$ cat config.mk
export PLATFORM = sky130hd
export DESIGN_NAME = lb_initiator
export DESIGN_NICKNAME = d
export VERILOG_FILES = /design/src/rtl/lb_pkg.sv /design/src/rtl/lb_timeout_cnt.sv /design/src/rtl/lb_initiator.sv
export SDC_FILE = /design/constraint.sdc
export NUM_CORES = 1
export LEC_CHECK = 0
export CORE_MARGIN = 5
export CORE_UTILIZATION = 42
export DETAILED_ROUTE_END_ITERATION = 6
export PLACE_DENSITY = 0.76
export SLEW_MARGIN = 20
export SYNTH_ARGS = -nofsm -noshare
export SYNTH_HDL_FRONTEND = slang
export SYNTH_SLANG_ARGS = --single-unit
$ cat constraint.sdc
create_clock -name clk_lb -period 2 [get_ports clk_lb]
set_clock_uncertainty 0.1 [all_clocks]
set_input_delay 0.3 -clock clk_lb [delete_from_list [all_inputs] [get_ports clk_lb]]
set_output_delay 0.3 -clock clk_lb [all_outputs]
set_load 0.05 [all_outputs]
$ cat src/rtl/lb_pkg.sv
// Shared definitions for the local-bus initiator.
// Bus width, burst address step, timeout fill word and FSM states.
package lb_pkg;

    localparam int LB_DW = 32;

    localparam logic [LB_DW-1:0] LB_ADDR_INC     = 32'd4;
    localparam logic [LB_DW-1:0] LB_TIMEOUT_DATA = 32'hDEAD_DEAD;

    typedef enum logic [2:0] {
        ST_IDLE,
        ST_WR_DATA,
        ST_RD_ISSUE,
        ST_RD_WAIT,
        ST_FIN
    } lb_state_e;

endpackage

$ cat src/rtl/lb_timeout_cnt.sv
// Loadable down-counter guarding one outstanding read.
// Loaded with LOAD-1, so expired rises after LOAD enabled cycles.
module lb_timeout_cnt #(
    parameter int unsigned LOAD = 255
) (
    input  logic clk,
    input  logic rst_n,
    input  logic load,
    input  logic en,
    output logic expired
);

    localparam int unsigned W = (LOAD > 1) ? $clog2(LOAD) : 1;

    logic [W-1:0] cnt;

    // Reload on each read issue, count down while waiting, stop at zero.
    always_ff @(posedge clk or negedge rst_n) begin
        if (!rst_n) begin
            cnt <= '0;
        end else if (load) begin
            cnt <= W'(LOAD - 1);
        end else if (en && cnt != '0) begin
            cnt <= cnt - 1'b1;
        end
    end

    assign expired = (cnt == '0);

endmodule

$ cat src/rtl/lb_initiator.sv
// Local-bus initiator: burst commands to single-cycle lb_wr/lb_rd strobes.
// Reads are collected one at a time, with a timeout fill on silence.
module lb_initiator
    import lb_pkg::*;
#(
    parameter int unsigned       TIMEOUT_CYC  = 255,
    parameter logic [LB_DW-1:0]  TIMEOUT_DATA = LB_TIMEOUT_DATA,
    parameter logic [LB_DW-1:0]  ADDR_INC     = LB_ADDR_INC
) (
    input  logic             clk_lb,
    input  logic             reset_n,
    input  logic             cmd_valid,
    output logic             cmd_ready,
    input  logic             cmd_wr,
    input  logic [LB_DW-1:0] cmd_addr,
    input  logic [7:0]       cmd_len,
    input  logic             wd_valid,
    output logic             wd_ready,
    input  logic [LB_DW-1:0] wd_data,
    output logic             rsp_valid,
    output logic [LB_DW-1:0] rsp_data,
    output logic             rsp_err,
    output logic             done,
    output logic             busy,
    output logic             lb_wr,
    output logic             lb_rd,
    output logic [LB_DW-1:0] lb_addr,
    output logic [LB_DW-1:0] lb_wr_d,
    input  logic [LB_DW-1:0] lb_rd_d,
    input  logic             lb_rd_rdy
);

    lb_state_e        state;
    logic [LB_DW-1:0] addr;
    logic [8:0]       remain;
    logic             last;
    logic             tmo_expired;

    assign last     = (remain == 9'd1);
    assign wd_ready = (state == ST_WR_DATA);

    lb_timeout_cnt #(
        .LOAD (TIMEOUT_CYC)
    ) u_tmo (
        .clk     (clk_lb),
        .rst_n   (reset_n),
        .load    (state == ST_RD_ISSUE),
        .en      (state == ST_RD_WAIT),
        .expired (tmo_expired)
    );

    // Burst sequencer; every bus and response output is registered here.
    always_ff @(posedge clk_lb or negedge reset_n) begin
        if (!reset_n) begin
            state     <= ST_IDLE;
            addr      <= '0;
            remain    <= '0;
            cmd_ready <= 1'b0;
            busy      <= 1'b0;
            done      <= 1'b0;
            lb_wr     <= 1'b0;
            lb_rd     <= 1'b0;
            lb_addr   <= '0;
            lb_wr_d   <= '0;
            rsp_valid <= 1'b0;
            rsp_data  <= '0;
            rsp_err   <= 1'b0;
        end else begin
            lb_wr     <= 1'b0;
            lb_rd     <= 1'b0;
            rsp_valid <= 1'b0;
            rsp_err   <= 1'b0;
            done      <= 1'b0;
            unique case (state)
                ST_IDLE: begin
                    cmd_ready <= 1'b1;
                    if (cmd_valid && cmd_ready) begin
                        cmd_ready <= 1'b0;
                        busy      <= 1'b1;
                        addr      <= cmd_addr;
                        remain    <= (cmd_len == 8'd0) ? 9'd1
                                                       : {1'b0, cmd_len};
                        state     <= cmd_wr ? ST_WR_DATA : ST_RD_ISSUE;
                    end
                end
                ST_WR_DATA: begin
                    if (wd_valid) begin
                        lb_wr   <= 1'b1;
                        lb_addr <= addr;
                        lb_wr_d <= wd_data;
                        addr    <= addr + ADDR_INC;
                        remain  <= remain - 9'd1;
                        if (last) state <= ST_FIN;
                    end
                end
                ST_RD_ISSUE: begin
                    lb_rd   <= 1'b1;
                    lb_addr <= addr;
                    state   <= ST_RD_WAIT;
                end
                ST_RD_WAIT: begin
                    // A response arriving on the expiry cycle still wins.
                    if (lb_rd_rdy || tmo_expired) begin
                        rsp_valid <= 1'b1;
                        rsp_data  <= lb_rd_rdy ? lb_rd_d : TIMEOUT_DATA;
                        rsp_err   <= !lb_rd_rdy;
                        addr      <= addr + ADDR_INC;
                        remain    <= remain - 9'd1;
                        state     <= last ? ST_FIN : ST_RD_ISSUE;
                    end
                end
                ST_FIN: begin
                    done  <= 1'b1;
                    busy  <= 1'b0;
                    state <= ST_IDLE;
                end
                default: state <= ST_IDLE;
            endcase
        end
    end

endmodule

==> results of run 1 <==
[flip-flops by register name, summed over array words and instances (netlist names)]
name and count:
lb_wr_d 32, rsp_err 1, rsp_valid 1, cmd_ready 1
lb_rd 1, lb_wr 1, state 3, addr 32
remain 9, busy 1, done 1, u_tmo.cnt 8
rsp_data 32, lb_addr 32
[path summary, 6_finish.rpt]
check	cells past startpoint	end	slack, ns	from
hold / removal	2	rsp_data[15]	0.26	reset_n
hold reg to reg	1	rsp_data[0]	0.40	rsp_data[0]
min in group clk_lb	2	rsp_data[28]	0.38	lb_rd_d[28]
setup reg to reg	7	remain[0]	-0.06	u_tmo.cnt[1]
setup / recovery	7	remain[0]	-0.06	u_tmo.cnt[1]
max in group asynchronous	3	state[1]	0.91	reset_n
[cells by family (layout without fill, tap and decap cells)]
| family | after synthesis | count (layout) |
|---|---|---|
| flops | 155 | 155 |
| compound gates | 173 | 173 |
| fa+ha+maj | 5 | 5 |
| simple gates | 142 | 142 |
| mux | 67 | 67 |
| xor+xnor | 5 | 5 |
| buf+inv | 51 | 324 |
[per-stage QoR]
stage          setup TNS [ns]  util, %
2_1_floorplan         -0.0121        -
3_3_place_gp           -0.921     60.5
3_5_place_dp            -3.19     60.5
4_1_cts                -0.178     64.7
5_1_grt                 -5.22     66.7
6_report               -0.654     66.7
[where the power goes]
group          leakage, nW  switching, mW  total, mW  internal, mW
registers             1.80          0.972       5.55          4.57
logic                 2.74           6.64       10.8          4.15
clock network        0.301           1.30       3.40          2.09
total                 4.84           8.91       19.7          10.8
[metal layers]
layer | part of all wire (%) | vias up | track usage, %
met5 | 0 | - | 0
li1 | - | 2746 | -
met3 | 6.4 | 34 | 5.07
met4 | 1.8 | 0 | 7.12
met1 | 42 | 2954 | 26.4
met2 | 49 | 259 | 34.7
[worst max-delay path, delay by kind of cell, from the launching register on]
family,cells,cell delay [ns]
buffers and inverters,2,0.29
and+or+nand+nor,1,0.23
AOI/OAI and AO/OA,3,0.81
DFF,1,0.40
adders and majority gates,1,0.12
[layout by cell type (no fill, tap or decap), drive strengths merged, types with 5 or more instances in the layout]
cell           Yosys  final
dfrtp            155    155
clkdlybuf4s50      0    121
buf               21     77
mux2              65     65
a21oi             52     52
dlymetal6s2s       0     45
nand2             43     43
dlygate4sd2        0     37
o21ai             33     33
nor2              29     29
o22a              22     22
clkbuf            20     19
nand3             16     16
o22ai             15     15
inv               10     12
a22o              11     11
nor4              11     11
nor3              10     10
a2bb2oi            9      9
nand4              8      8
or3                6      6
clkinv             0      6
ha                 5      5
[cell usage after synthesis (8+ instances only)]
cell       count  area, um^2
a21oi_1       51         255
mux2_2        65         732
o21ai_0       32         160
a2bb2oi_1      9        78.8
dfrtp_1      155        3880
clkbuf_1      20        75.1
a22o_1        11        96.3
o22a_1        22         193
nand3_1       16        80.1
o22ai_1       15        93.8
nor2_1        27         101
nand2_1       43         161
buf_2         18        90.1
nor3_1        10        50.1
inv_1         10        37.5
nor4_1         8        50.1
[what timing repair did]
item | in CTS | in global routing
gates cloned | 0 | 1
pin swaps | 0 | 3
resized for setup | 61 | 76
endpoints found under the setup margin | 90 | 144
buffers inserted | 1 | 7
hold buffers | 1 | 0
hold endpoints to repair | 35 | 0
[cell type report]
| class | instances | share of cell area (%) |
|---|---|---|
| Sequential cell | 155 | 36.4 |
| Clock buffer | 18 | 4.02 |
| Inverter | 10 | 0.352 |
| Timing Repair Buffer | 282 | 26.8 |
| Clock inverter | 14 | 1.82 |
| Multi-Input combinational cell | 392 | 28.1 |
| Tap cell | 216 | 2.53 |
==> results by group, run 1 <==
Floorplanning
  – Floorplan die width: 138 um
  – Number of placement rows: 46
  – Num ports: 214
  – Starting Density: 43.0%
  – Area enclosed by the die boundary: 19100 um^2
  – Core Footprint: 16000 um^2
  – Chip Height: 138 um

Synthesis
  – Post-Synthesis Cells: 598
  – Library cells used by synthesis: 56
  – Asr flop ratio synth: 100%
  – Synthesized-area fraction occupied by adder cells: 0.909%
  – Largest family of logic cells by synthesized area: compound AO/OA/AOI/OAI gates
  – Area share of and/or/nand/nor cells after synthesis: 11.2%
  – Synth Area in Compound Gates: 16.8%
  – Xor/xnor share of the synthesized area: 0.636%
  – Synthesized area: 6890 um^2
  – Seq cells post-synth: 155
  – Number of warning messages in the yosys log: 0
  – Syn_nets: 713
  – Mux cell area share after synthesis: 10.9%
  – Syn_area_per_cell: 11.5 um^2
  – Proportion of synthesized chip area in sequential cells: 56.3%
  – Predominant post-synthesis flop cell: dfrtp_1
  – EDFF count, synth: 0

Layout
  – Fillers: 1176
  – Design area: 10700 um^2
  – Number of antenna repair diodes: 0
  – Final net count: 973
  – Area added between synthesis and finish: 55.0%
  – Register area: 3880 um^2
  – Final std cells w/o fill: 1087
  – Combined area of the multi-input logic cells: 3000 um^2
  – Layout cells sized above 1: 25.3%

CTS
  – Worst-Skew Late Latency: 0.42 ns
  – Htree depth: 4
  – CTS tree: built
  – Clock buffer count from CTS: 17
  – Number of clock sinks: 155
  – Clock-pin slew on the worst setup and hold paths: 0.06 ns
  – Clk Tree Root Cell: clkbuf_16
  – Number of buffers between clock root and the deepest sink: 2

Placement
  – Area of placed instances: 9680 um^2
  – Number of cells after detailed placement: 1045
  – Half-perimeter wire length of the detailed placement result: 14500 um
  – Routability Congestion: 0.877
  – Placement-stage worst setup slack: -0.134 ns
  – IO Port Bufs: 213

Worst setup path
  – Worst endpoint required time: 2.20 ns
  – Endpoint kind of the worst setup timing path: flip-flop
  – Slowest cell on the critical path: a221o_1
  – Critical Path, Cell by Cell: inv_2 -> ha_4 -> nor3b_4 -> a21oi_4 -> a221o_1 -> buf_12 -> a211o_1
  – Startpoint-to-endpoint class of the critical path: reg -> reg
  – Startpoint class of the critical path: flip-flop
  – Crit-path max cell delay: 0.42 ns
  – Crit-path max FO: 30
  – Data arrival time of the critical path: 2.27 ns

STA
  – Worst slew margin: 63.2%
  – Fmax: 484 MHz
  – Final setup fails: 29
  – Transition time at the pin with the least slew margin: 0.552 ns
  – Share of the cycle needed by the critical path after routing: 103%
  – Unrepaired setup endpoints after global routing: true
  – Setup WS post-layout: -0.0641 ns
  – Count of pins over their slew limit: 0
  – Time the worst path needs with I/O delays and setup: 2.06 ns
  – Final Hold Viols: 0
  – Worst hold slack across all endpoints: 0.259 ns

Power
  – Static power due to leakage: 4.84 nW
  – Power after layout: 19.7 mW
  – Largest voltage drop on the vdd net: 0.000966 V
  – Power density relative to cell area: 1850 nW/um^2

Status
  – Violations in the final reports: negative setup slack
  – Result of the run: finished with violations

GRT
  – Tot GR Track Use: 20.7%
  – Pin count of the biggest net entering global routing: 62
  – Wire length of the first global-routing pass: 32400 um
  – Remaining global-route overflow: 0
  – Initial antenna violation count: 0
  – Number of global-route vias before repair: 6045

Drt
  – Post-detailed-route DRC marker count: 0
  – Count of nets left with antenna violations after detail routing: 0
  – Detailed-route via count: 5993
  – Drt via density: 5.51
  – Wire per inst: 18.8 um
  – Router iterations before antenna repair: 5
  – Total Wirelength: 20500 um
  – Initial DRC count: 287

Flow run
  – Maximum capacitance violations: 0

Min path
  – Kind of path behind the tightest hold check: in -> async
(Power assumes the default switching activity.)
==> run 2, diff against run 1 <==
ABC_AREA = 1   (was not set)
ABC_CLOCK_PERIOD_IN_PS = 2000   (was not set)
CORE_UTILIZATION = 43   (was 42)
==> results by group, run 2 <==
Layout
  – Final net count: 1260 (+29%)
  – Register area: 3880 um^2 (about the same)
  – Design area: 10500 um^2 (-1.3%)
  – Leading cell type in the layout, fill and taps excluded: nand2_1
  – Final std cells w/o fill: 1383 (+27%)
  – Fillers: 1569 (+33%)
  – Area added between synthesis and finish: 41.0%
  – Number of antenna repair diodes: 0 (unchanged)
  – Commonest non-fill, non-tap cells in the layout: nand2_1 (326), dfrtp_1 (155), nor2_1 (113)
  – Combined area of the multi-input logic cells: 3170 um^2 (+5.8%)
  – Layout cells sized above 1: 10.6% (-15 points)

Synthesis
  – Proportion of synthesized chip area in sequential cells: 51.9% (-4.4 points)
  – Predominant post-synthesis flop cell: dfrtp_1
  – Synth top cells by count: nand2_1 (326), dfrtp_1 (155), nor2_1 (113)
  – Post-synth top area share: 51.9% (-4.4 points)
  – Asr flop ratio synth: 100% (unchanged)
  – Syn_nets: 1040 (+46%)
  – Syn_area_per_cell: 8.08 um^2 (-30%)
  – EDFF count, synth: 0 (unchanged)
  – Largest area contributor in the netlist: dfrtp_1
  – Synthesized area: 7470 um^2 (+8.5%)
  – Library cells used by synthesis: 37 (-34%)
  – Ranking of synthesized cells by area: dfrtp_1 (52%), nand2_1 (16%), nor2_1 (5.7%)
  – Post-Synthesis Cells: 925 (+55%)
  – Most instantiated library cell after synthesis: nand2_1
  – Number of warning messages in the yosys log: 0 (unchanged)
  – Seq cells post-synth: 155 (unchanged)

CTS
  – Worst-Skew Late Latency: 0.43 ns (about the same)
  – Number of clock sinks: 155 (unchanged)
  – CTS tree: built
  – Clock buffer count from CTS: 17 (unchanged)
  – Post-CTS Repair Setup Buffers: 0 (-1)
  – Number of buffers between clock root and the deepest sink: 2 (unchanged)
  – Clock-pin slew on the worst setup and hold paths: 0.07 ns (about the same)
  – Htree depth: 4 (unchanged)
  – Clk Tree Root Cell: clkbuf_16

Drt
  – Wire per inst: 15.7 um (-17%)
  – Detailed-route via count: 6908 (+15%)
  – Count of nets left with antenna violations after detail routing: 0 (unchanged)
  – Total Wirelength: 21700 um (+6.0%)
  – Initial DRC count: 365 (+27%)
  – Router iterations before antenna repair: 5 (unchanged)
  – Post-detailed-route DRC marker count: 0 (unchanged)
  – Drt via density: 4.99 (-9.4%)

Power
  – Net Sw Power: 10.2 mW (+14%)
  – Largest voltage drop on the vdd net: 0.00116 V (+20%)
  – Switching Share: 49.6% (+4.5 points)
  – Logic gate share of total power: 55.5% (+0.8 points)
  – Share of power burned in registers: 28.1% (about the same)
  – Share of total power in the clock network: 16.4% (-0.8 points)
  – Power density relative to cell area: 1940 nW/um^2 (+5.1%)
  – Internal power component: 10.3 mW (-4.8%)
  – Static power due to leakage: 5.18 nW (+7.1%)
  – Power after layout: 20.5 mW (+3.7%)

Worst setup path
  – Crit-path max cell delay: 0.80 ns (+0.38 ns)
  – WP buf/inv: 1 (-1)
  – Crit-path max FO: 1 (-97%)
  – Data arrival time of the critical path: 1.54 ns (-0.73 ns)
  – Startpoint class of the critical path: flip-flop
  – Slowest cell on the critical path: clkdlybuf4s50_1
  – Critical Path, Cell by Cell: clkdlybuf4s50_1
  – Endpoint kind of the worst setup timing path: output pin
  – Cell family with most CP delay: buffers and inverters
  – Worst endpoint required time: 1.60 ns (-0.60 ns)
  – Startpoint-to-endpoint class of the critical path: reg -> out

STA
  – Unrepaired setup endpoints after global routing: false
  – Fmax: 514 MHz (+6.2%)
  – Final setup fails: 0 (-100%)
  – Final Hold Viols: 0 (unchanged)
  – Share of the cycle needed by the critical path after routing: 97.2% (-6.0 points)
  – Worst slew margin: 63.5% (+0.31 points)
  – Count of pins over their slew limit: 0 (unchanged)
  – Transition time at the pin with the least slew margin: 0.550 ns (-0.00150 ns)
  – Time the worst path needs with I/O delays and setup: 1.94 ns (-0.120 ns)
  – Sum of negative setup slack: 0 ns (+0.654 ns)

Floorplanning
  – Area enclosed by the die boundary: 20100 um^2 (+5.5%)
  – Floorplan die width: 142 um (+2.7%)
  – Core Footprint: 17200 um^2 (+7.4%)
  – Chip Height: 142 um (+2.7%)
  – Starting Density: 43.5% (+0.46 points)
  – Num ports: 214 (unchanged)
  – Number of placement rows: 48 (+4.3%)

GRT
  – Initial antenna violation count: 1 (+1)
  – Tot GR Track Use: 21.9% (+1.2 points)
  – Remaining global-route overflow: 0 (unchanged)
  – Pin count of the biggest net entering global routing: 67 (+8.1%)
  – Number of global-route vias before repair: 7062 (+17%)
  – Wire length of the first global-routing pass: 35100 um (+8.5%)

Flow run
  – Maximum capacitance violations: 0 (unchanged)

Min path
  – Kind of path behind the tightest hold check: in -> async

Placement
  – Routability Congestion: 0.873 (-0.49%)
  – Half-perimeter wire length of the detailed placement result: 16000 um (+9.8%)
  – IO Port Bufs: 213 (unchanged)
  – Number of cells after detailed placement: 1350 (+29%)
  – Area of placed instances: 9910 um^2 (+2.3%)

Status
  – Result of the run: finished clean
==> run 2: metal layers <==
metal	track usage, %	vias up	part of all wire, %
met5	0	-	0.060
met4	6.06	2	1.5
met3	9.71	26	10
met2	35.7	245	47
met1	26.5	3237	41
li1	-	3398	-
==> run 2: repair_timing <==
action	4_1_cts	5_1_grt
hold buffers	1	0
hold endpoints to repair	155	0
resized for setup	55	26
setup endpoints to repair	55	36
==> run 2: power groups by stage <==
stage               registers, mW  clock network [mW]  logic, mW
finish                       5.75                3.36       11.4
global route                 5.97                3.54       12.3
CTS                          5.75                3.43       11.4
detailed placement           5.77                   0       11.8
global placement             5.77                   0       11.6
floorplan                    9.05                   0       4.72
==> run 2: final timing paths <==
check,to,slack [ns],from,depth (start not counted)
max,rsp_valid,0.06,rsp_valid,1
min,addr[22],0.16,reset_n,2
max reg2reg,addr[18],0.17,addr[2],10
min reg2reg,lb_wr_d[31],0.37,lb_wr_d[31],2
max in group asynchronous,lb_addr[16],1.04,reset_n,3
min in group clk_lb,lb_wr_d[4],0.31,wd_data[4],3
==> run 2: worst reg2reg max path, cell delays in order, from the launching register on <==
cell and delay (ns):
dfrtp_1 0.36, ha_1 0.20, nand2_1 0.11, nor2_1 0.18
nand2_1 0.22, nor2_4 0.24, nand2_1 0.08, nand3_1 0.09
nand2_1 0.06, nand2_1 0.05, nand2_1 0.04
==> run 2: logic make-up (layout without fill, tap and decap cells) <==
group / Yosys count / count (layout) / synth area share, %
compound gates: 119 / 119 / 10.5
flops: 155 / 155 / 51.9
xor+xnor: 7 / 7 / 0.821
fa+ha+maj: 5 / 5 / 0.837
buf+inv: 99 / 332 / 5.98
mux: 5 / 5 / 0.854
simple gates: 535 / 535 / 29.1
==> run 2: layout make-up <==
| cell class | instances | share of cell area [%] |
|---|---|---|
| Sequential cell | 155 | 36.8 |
| Multi-Input combinational cell | 671 | 30.1 |
| Timing Repair Buffer | 236 | 22.3 |
| Clock buffer | 20 | 4.24 |
| Tap cell | 225 | 2.67 |
| Inverter | 64 | 2.30 |
| Clock inverter | 12 | 1.56 |
==> run 2: stage by stage <==
step | hold WS [ns] | worst slack, ns | util (%)
global route | 0.170 | 0.00354 | 61.3
global placement | 0.0317 | 0.153 | 57.7
CTS | 0.153 | 0.0000560 | 60.9
finish | 0.156 | 0.0560 | 61.3
floorplan | -0.0956 | 0.214 | -
detailed placement | 0.0326 | 0.111 | 57.7
==> run 3, diff against run 2 <==
ABC_CLOCK_PERIOD_IN_PS = 1700   (was 2000)
clock period = 1.7 ns   (was 2 ns; I/O delays follow)
==> results by group, run 3 (synthesis results as in run 2) <==
STA
  – Final setup fails: 35 (+35)
  – Share of the cycle needed by the critical path after routing: 103%
  – Setup WS post-layout: -0.0478 ns (-0.104 ns)
  – Transition time at the pin with the least slew margin: 0.488 ns (-0.0622 ns)
  – Unrepaired setup endpoints after global routing: true
  – Final Hold Viols: 0 (unchanged)
  – Time the worst path needs with I/O delays and setup: 1.75 ns
  – Worst slew margin: 67.5% (+4.0 points)
  – Fmax: 572 MHz
  – Count of pins over their slew limit: 0 (unchanged)

Power
  – Static power due to leakage: 5.36 nW (+3.4%)
  – Power after layout: 26.6 mW (+30%)
  – Logic gate share of total power: 60.1% (+4.6 points)
  – Largest voltage drop on the vdd net: 0.00138 V (+19%)
  – Internal power component: 13.6 mW (+32%)
  – Switching Share: 49.0% (-0.61 points)
  – Share of power burned in registers: 25.8% (-2.3 points)
  – Net Sw Power: 13.0 mW (+28%)
  – Power density relative to cell area: 2370 nW/um^2 (+22%)
  – Share of total power in the clock network: 14.1% (-2.3 points)

Worst setup path
  – Startpoint-to-endpoint class of the critical path: reg -> reg
  – Worst endpoint required time: 1.95 ns (+0.35 ns)
  – Startpoint class of the critical path: flip-flop
  – Crit-path max FO: 8 (+7)
  – Endpoint kind of the worst setup timing path: flip-flop
  – Data arrival time of the critical path: 2.00 ns (+0.46 ns)

GRT
  – Wire length of the first global-routing pass: 35100 um (about the same)
  – Tot GR Track Use: 22.0% (+0.062 points)
  – Number of global-route vias before repair: 7059 (-0.042%)
  – Initial antenna violation count: 0 (-1)
  – Remaining global-route overflow: 0 (unchanged)
  – Pin count of the biggest net entering global routing: 69 (+3.0%)

Layout
  – Final net count: 1309 (+3.9%)
  – Utilization of the core after routing: 65.3% (+4.0 points)
  – Number of antenna repair diodes: 0 (unchanged)
  – Leading cell type in the layout, fill and taps excluded: nand2_1
  – Layout cells sized above 1: 25.4% (+15 points)
  – Commonest non-fill, non-tap cells in the layout: nand2_1 (312), dfrtp_1 (153), buf_4 (145)
  – Area added between synthesis and finish: 50.2%

CTS
  – Clock-pin slew on the worst setup and hold paths: 0.07 ns (about the same)
  – CTS tree: built
  – Number of buffers between clock root and the deepest sink: 2 (unchanged)
  – Clk Tree Root Cell: clkbuf_16
  – Number of clock sinks: 155 (unchanged)
  – Clock buffer count from CTS: 17 (unchanged)
  – Worst-Skew Late Latency: 0.42 ns (about the same)
  – Htree depth: 4 (unchanged)

Flow run
  – Maximum capacitance violations: 0 (unchanged)

Min path
  – Kind of path behind the tightest hold check: in -> reg

Drt
  – Total Wirelength: 23900 um (+10%)
  – Post-detailed-route DRC marker count: 0 (unchanged)
  – Initial DRC count: 644 (+76%)
  – Detailed-route via count: 7322 (+6.0%)
  – Count of nets left with antenna violations after detail routing: 0 (unchanged)
  – Drt via density: 5.11 (+2.4%)
  – Router iterations before antenna repair: 6 (+1)
  – Wire per inst: 16.7 um (+6.3%)

Placement
  – Half-perimeter wire length of the detailed placement result: 16200 um (+1.5%)
  – Routability Congestion: 0.859 (-1.5%)
  – IO Port Bufs: 213 (unchanged)

Floorplanning
  – Core Footprint: 17200 um^2 (unchanged)
  – Starting Density: 43.5% (unchanged)
  – Number of placement rows: 48 (unchanged)
  – Area enclosed by the die boundary: 20100 um^2 (unchanged)
  – Num ports: 214 (unchanged)
  – Floorplan die width: 142 um (unchanged)
  – Chip Height: 142 um (unchanged)

Status
  – Result of the run: finished with violations
  – Violations in the final reports: negative setup slack
-- run 3: cell count changes in the layout (fill, tap and decap cells not counted), moves of 6 or more --
cell	delta
nor2_2	+12
buf_12	+7
clkbuf_16	+8
inv_1	-6
nand2_4	+7
nand2_1	-14
nand2_2	+6
dlygate4sd2_1	-55
buf_4	+109
nor2_4	+14
nor2_1	-26
dlymetal6s2s_1	-22
-- run 3: power by group through the flow --
stage          clock [mW]  combinational, mW  sequential, mW
6_report             3.75               16.0            6.87
5_1_grt              3.94               17.2            7.11
2_1_floorplan           0               5.56            10.7
3_3_place_gp            0               13.8            6.79
4_1_cts              3.81               14.4            6.83
3_5_place_dp            0               14.1            6.79
-- run 3: through the flow --
stage | setup WS [ns] | TNS (ns) | hold WS, ns | area, um^2 | instances
finish | -0.0478 | -0.873 | 0.260 | 11200 | 1432
global route | -0.107 | -4.89 | 0.261 | 11200 | 1432
CTS | -0.00227 | -0.00227 | 0.246 | 10700 | 1416
detailed placement | -0.0846 | -3.84 | 0.167 | 9980 | 1377
global placement | -0.0800 | -2.93 | 0.169 | 9980 | 1377
floorplan | 0.00182 | 0 | -0.141 | 7470 | 925
-- run 3: cell type report --
cell class	instances	area, um^2
flip-flops and latches	155	3880
fillers	1433	5950
repair buffers	285	2810
inverters	64	251
multi-input cells	671	3410
clock buffers	19	453
well taps	225	282
clock inverters	13	131
-- run 3: critical path, cell delays in order, from the launching register on --
cell       delay, ns
dfrtp_1         0.39
nor2_2          0.18
nand2_1         0.10
o21ai_2         0.19
nand2_4         0.10
a21oi_4         0.20
buf_12          0.15
clkbuf_16       0.16
nand2_2         0.05
o21ai_2         0.05
-- run 3: timing repair --
item                                    CTS  global route
hold endpoints to repair                155             0
gates cloned                              1            10
pin swaps                                 3            17
setup buffers                             5             6
endpoints found under the setup margin   41            96
hold buffers                              1             0
gates resized for setup                  15            76
-- run 3: layer usage --
metal | vias to the layer above | routed length (um) | track usage (%)
met1 | 3442 | 9310 | 26.8
li1 | 3511 | - | -
met2 | 326 | 11800 | 36.8
met3 | 43 | 2380 | 8.32
met5 | - | 0 | 0
met4 | 0 | 420 | 5.81
-- run 3: worst paths after layout --
path                              start           to  slack, ns  cells past startpoint
setup / recovery           u_tmo.cnt[5]     addr[10]      -0.05                      9
hold / removal              wd_data[12]  lb_wr_d[12]       0.26                      3
setup reg to reg           u_tmo.cnt[5]     addr[10]      -0.05                      9
hold reg to reg                 addr[0]      addr[0]       0.37                      2
max in group asynchronous       reset_n     addr[12]       0.76                      3
min in group asynchronous       reset_n     addr[29]       0.28                      3
